## config.mk

```make
export PLATFORM = sky130hd
export DESIGN_NAME = pb_debounce
export DESIGN_NICKNAME = d
export VERILOG_FILES = /design/src/rtl/pb_debounce.sv
export SDC_FILE = /design/constraint.sdc
export NUM_CORES = 1
export LEC_CHECK = 0
export ABC_AREA = 1
export BUFFER_PORTS_ARGS = -buffer_cell sky130_fd_sc_hd__buf_2
export CORE_MARGIN = 3
export CORE_UTILIZATION = 56
export CTS_BUF_LIST = sky130_fd_sc_hd__clkbuf_16
export CTS_CLUSTER_SIZE = 28
export DETAILED_ROUTE_END_ITERATION = 8
export PLACE_DENSITY = 0.75
export REMOVE_ABC_BUFFERS = 1
export SETUP_SLACK_MARGIN = 0.1
export SYNTH_ARGS = -nofsm -noshare
export SYNTH_HDL_FRONTEND = slang
export SYNTH_SLANG_ARGS = --single-unit
```

## constraint.sdc

```tcl
create_clock -name clk -period 1.5 [get_ports clk]
set_clock_uncertainty 0.1 [all_clocks]
set_input_delay 0.225 -clock clk [delete_from_list [all_inputs] [get_ports clk]]
set_output_delay 0.225 -clock clk [all_outputs]
set_load 0.03 [all_outputs]
```

## src/rtl/pb_debounce.sv

```systemverilog
// Push-button debouncer with a two-flop synchronizer, press/release pulses and
// a long-press reset request (rst_req_n, active-low) for reset_synch.
module pb_debounce #(
    parameter int DB_CYCLES   = 50000,
    parameter int HOLD_CYCLES = 2000000,
    parameter int CNT_W       = 22
) (
    input  logic clk,
    input  logic rst,
    input  logic PB_raw,
    output logic pb_level,
    output logic pb_press,
    output logic pb_release,
    output logic rst_req_n
);

    typedef enum logic [1:0] {
        RELEASED,
        PRESS_PEND,
        PRESSED,
        RELEASE_PEND
    } state_t;

    localparam logic [CNT_W-1:0] DB_MAX   = CNT_W'(DB_CYCLES - 1);
    localparam logic [CNT_W-1:0] HOLD_MAX = CNT_W'(HOLD_CYCLES - 1);
    localparam logic [CNT_W-1:0] CNT_ONE  = CNT_W'(1);

    state_t           state;
    logic             ff1;
    logic             ff2;
    logic             sync;
    logic [CNT_W-1:0] db_cnt;
    logic [CNT_W-1:0] hold_cnt;

    // PB_raw is active-low: sync==0 means the button is pressed.
    always_comb sync = ff2;

    always_ff @(posedge clk) begin
        if (rst) begin
            ff1        <= 1'b1;
            ff2        <= 1'b1;
            state      <= RELEASED;
            db_cnt     <= '0;
            hold_cnt   <= '0;
            pb_level   <= 1'b0;
            pb_press   <= 1'b0;
            pb_release <= 1'b0;
            rst_req_n  <= 1'b1;
        end else begin
            ff1        <= PB_raw;
            ff2        <= ff1;
            pb_press   <= 1'b0;
            pb_release <= 1'b0;

            case (state)
                RELEASED: begin
                    hold_cnt <= '0;
                    if (!sync) begin
                        state  <= PRESS_PEND;
                        db_cnt <= '0;
                    end
                end

                PRESS_PEND: begin
                    hold_cnt <= '0;
                    if (sync) begin
                        state  <= RELEASED;
                        db_cnt <= '0;
                    end else if (db_cnt == DB_MAX) begin
                        state    <= PRESSED;
                        pb_press <= 1'b1;
                        pb_level <= 1'b1;
                    end else begin
                        db_cnt <= db_cnt + CNT_ONE;
                    end
                end

                PRESSED: begin
                    // Saturating hold counter; the request latches until release.
                    if (hold_cnt == HOLD_MAX) begin
                        rst_req_n <= 1'b0;
                    end else begin
                        hold_cnt <= hold_cnt + CNT_ONE;
                    end
                    if (sync) begin
                        state  <= RELEASE_PEND;
                        db_cnt <= '0;
                    end
                end

                RELEASE_PEND: begin
                    if (!sync) begin
                        state <= PRESSED;
                    end else if (db_cnt == DB_MAX) begin
                        state      <= RELEASED;
                        pb_release <= 1'b1;
                        pb_level   <= 1'b0;
                        rst_req_n  <= 1'b1;
                    end else begin
                        db_cnt <= db_cnt + CNT_ONE;
                    end
                end

                default: begin
                    state <= RELEASED;
                end
            endcase
        end
    end

endmodule

```

==> results.md <==
- Status: finished, violations left
- Failing checks: DRC, setup timing
- IO Count: 7
- Total congestion overflow: 0
- Die height: 80.3 um
- # diodes: 0
- Die area: 0.00646 mm2
- Met2 global-route usage: 0.582
- Min cycle time layout: 1.96 ns
- F_max: 509 MHz
- Placed Cells: 674
- Die span in x: 80.3 um
- Mapped Area: 0.00310 mm2
- DRT Wirelength: around 17000 um
- Met3 Resource Use GR: 0.0583
- Core area: 0.00524 mm2
- Yosys warnings: 0
- Pleak: 2.07 nW
- Gr busiest metal: met2
- Most frequent CP cell: nand2_1
- Power Dens Cells: 563 mW/mm2
- Longest Clk Path Bufs: 2
- Sum of negative setup slack: -14.83 ns
- Worst EP required: 1.59 ns
- Core Util, Final: 0.932
- Mean Syn Cell Area: 6.09 um2
- Worst hold path class: in -> reg
- Via count: 4816
- Starting density of the core: 0.591
- Top cells by area, synth: dfxtp_1 34%, nand2_1 19%, nor2_1 10%, nand3_1 8.2%, inv_1 7.0%
- Global-route wire length before repair: 18100 um
- Max Cap Viol: 0
- Worst slew pin tran: 0.379 ns
- Row count: 26
- Fin crit share: 1.31
- Vias in the first global route: 3766
- Area leader, netlist: dfxtp_1
- Critical path fanouts, max: 6
- Total CTS buffers: 5
- Initial antenna violation count: 0
- Sequential element share of the synthesized area: 0.336
- CP peak stage delay: 0.42 ns
- Crit-path cells: inv_1, nor2_1, nand2_1, nor2_2, nand3_2, nand2_4, nor2_4, nand2_2, nand2_1, nand2_1, nor2_1
- Largest net degree at the start of global routing: 17
- Global routing usage on met1: 0.487
- Avg WL per Cell: ~23 um
- # DRC: 70
- Via density: 6.83
- DR iter-0 viols: 1057
- Clk pin slew, worst setup/hold paths: 0.07 ns
- Most common cell after layout, fill and taps aside: nand2_1
- Hold Fails Final Rpt: 0
- Area grow syn2layout: 57.8%
- Finish-stage setup viols: 50
- Final-layout fill cell count: 179
- Hold_buf cts: 0
- Fin Hold WS: 0.0141 ns
- Final setup margin: -0.463 ns
- WS Path Type: reg -> reg
- CP Capture Type: flip-flop
- Commonest non-fill, non-tap cells in the layout: 115 x nand2_1, 100 x buf_4, 60 x nor2_1
- Layout Nets: 640
- Critical path's slowest cell: dfxtp_1
- GRT Resource Usage Total: 0.362
- Root Buffer: clkbuf_16
- Max-slew violation count: 0
- Detailed Routing Iterations Pass 1: 9
- Final GP Congestion: 0.906
- Cell count after synthesis: about 510
- Worst vdd ir: 0.765 mV
- CTS tree: yes
- Antenna-violating nets left: 0
- Finished Layout Cells: 705
- RSZ-0062 raised after global routing: yes
- H-Tree Level Count: 2
- CTS Sinks: 52
- Post-synth top area share: 0.336
- Hpwl dp: 6940 um
- Port Buf Inserts: 6
- Startpoint class of the critical path: flip-flop
- Worst slew margin: 0.745
- Clock Latency Late Sink: 0.30 ns
- Fraction of layout instances using a drive strength above 1: 0.458
- Cell variety after synth: 34
- Arrival time worst endpoint: between 2 and 2.5 ns
- Post-synthesis register bit count: 52
layer usage:
| metal | wire, um | up-vias |
|---|---|---|
| li1 | - | 1878 |
| met1 | 5290 | 2071 |
| met2 | 6750 | 603 |
| met3 | 2520 | 264 |
| met4 | 1940 | 0 |
| met5 | 0 | - |
synth_stat cells (all sizes together):
library cell / n
a21oi: 24
and2: 2
and3: 2
buf: 5
bufinv: 1
clkbuf: 2
dfxtp: 52
ha: 2
inv: 63
nand2: 158
nand3: 53
nand3b: 4
nand4: 14
nor2: 90
nor3: 12
nor3b: 1
nor4: 1
o21ai: 14
o21bai: 2
o22ai: 1
o31ai: 1
or2: 2
xor2: 2
path summary, 6_finish.rpt:
kind,cells after the start,slack (ns),start,to
setup / recovery,11,-0.46,db_cnt[6]$_SDFFE_PP0P_,db_cnt[3]$_SDFFE_PP0P_
hold / removal,2,0.01,PB_raw,ff1$_SDFF_PP1_
setup reg to reg,11,-0.46,db_cnt[6]$_SDFFE_PP0P_,db_cnt[3]$_SDFFE_PP0P_
hold reg to reg,1,0.34,ff1$_SDFF_PP1_,ff2$_SDFF_PP1_
repair_timing:
item                                    in CTS  in global routing
endpoints found under the setup margin      50                 50
setup buffers                               14                  9
gates resized for setup                     95                111
cloned                                       1                  2
pin swaps                                   27                 36
registers in the layout, summed over array words and instances, names as in the netlist, named ones only:
name,count
pb_release,1
pb_press,1
ff1,1
state,1
hold_cnt,22
ff2,1
pb_level,1
db_cnt,22
rst_req_n,1
stage by stage:
| stage | cell area (um2) | total power [W] | setup WS [ns] |
|---|---|---|---|
| global placement | 3890 | 0.00153 | -0.123 |
| CTS | 4420 | 0.00266 | -0.0977 |
| global route | 4880 | 0.00278 | -0.579 |
| floorplan | 3050 | 0.00147 | -0.283 |
| detailed placement | 3890 | 0.00153 | -0.220 |
| finish | 4880 | 0.00275 | -0.463 |
critical path, delay by kind of cell (launching register included):
family	cells	cell delay, ns
AND/OR/NAND/NOR	10	1.21
flip-flops	1	0.42
buffers and inverters	1	0.12
final cells by class:
cell class	count	area (um2)	area share
timing repair buffer	125	1000	0.205
tap	70	87.6	0.0179
clock inverter	2	12.5	0.00256
sequential	52	1070	0.219
multi-input combinational	385	2280	0.468
inverter	64	285	0.0584
clock buffer	5	125	0.0256
timing repair inverter	2	17.5	0.00359
cells by family (layout without fill, tap and decap cells):
kind of cell               Yosys count  after routing  share of synthesized area
xor gates and xnor gates             2              2                    0.00566
DFF                                 52             52                      0.336
adders and majority gates            2              2                    0.00808
buffers and inverters               71            198                     0.0982
AOI/OAI and AO/OA                   42             42                     0.0744
and+or+nand+nor                    339            339                      0.477
power by group:
part / leakage [nW] / internal (W) / switching [W]
logic: 1.57 / 0.0000720 / 0.000122
registers: 0.428 / 0.00138 / 0.00000810
clock network: 0.0673 / 0.000609 / 0.000553
(Power assumes the default switching activity.)
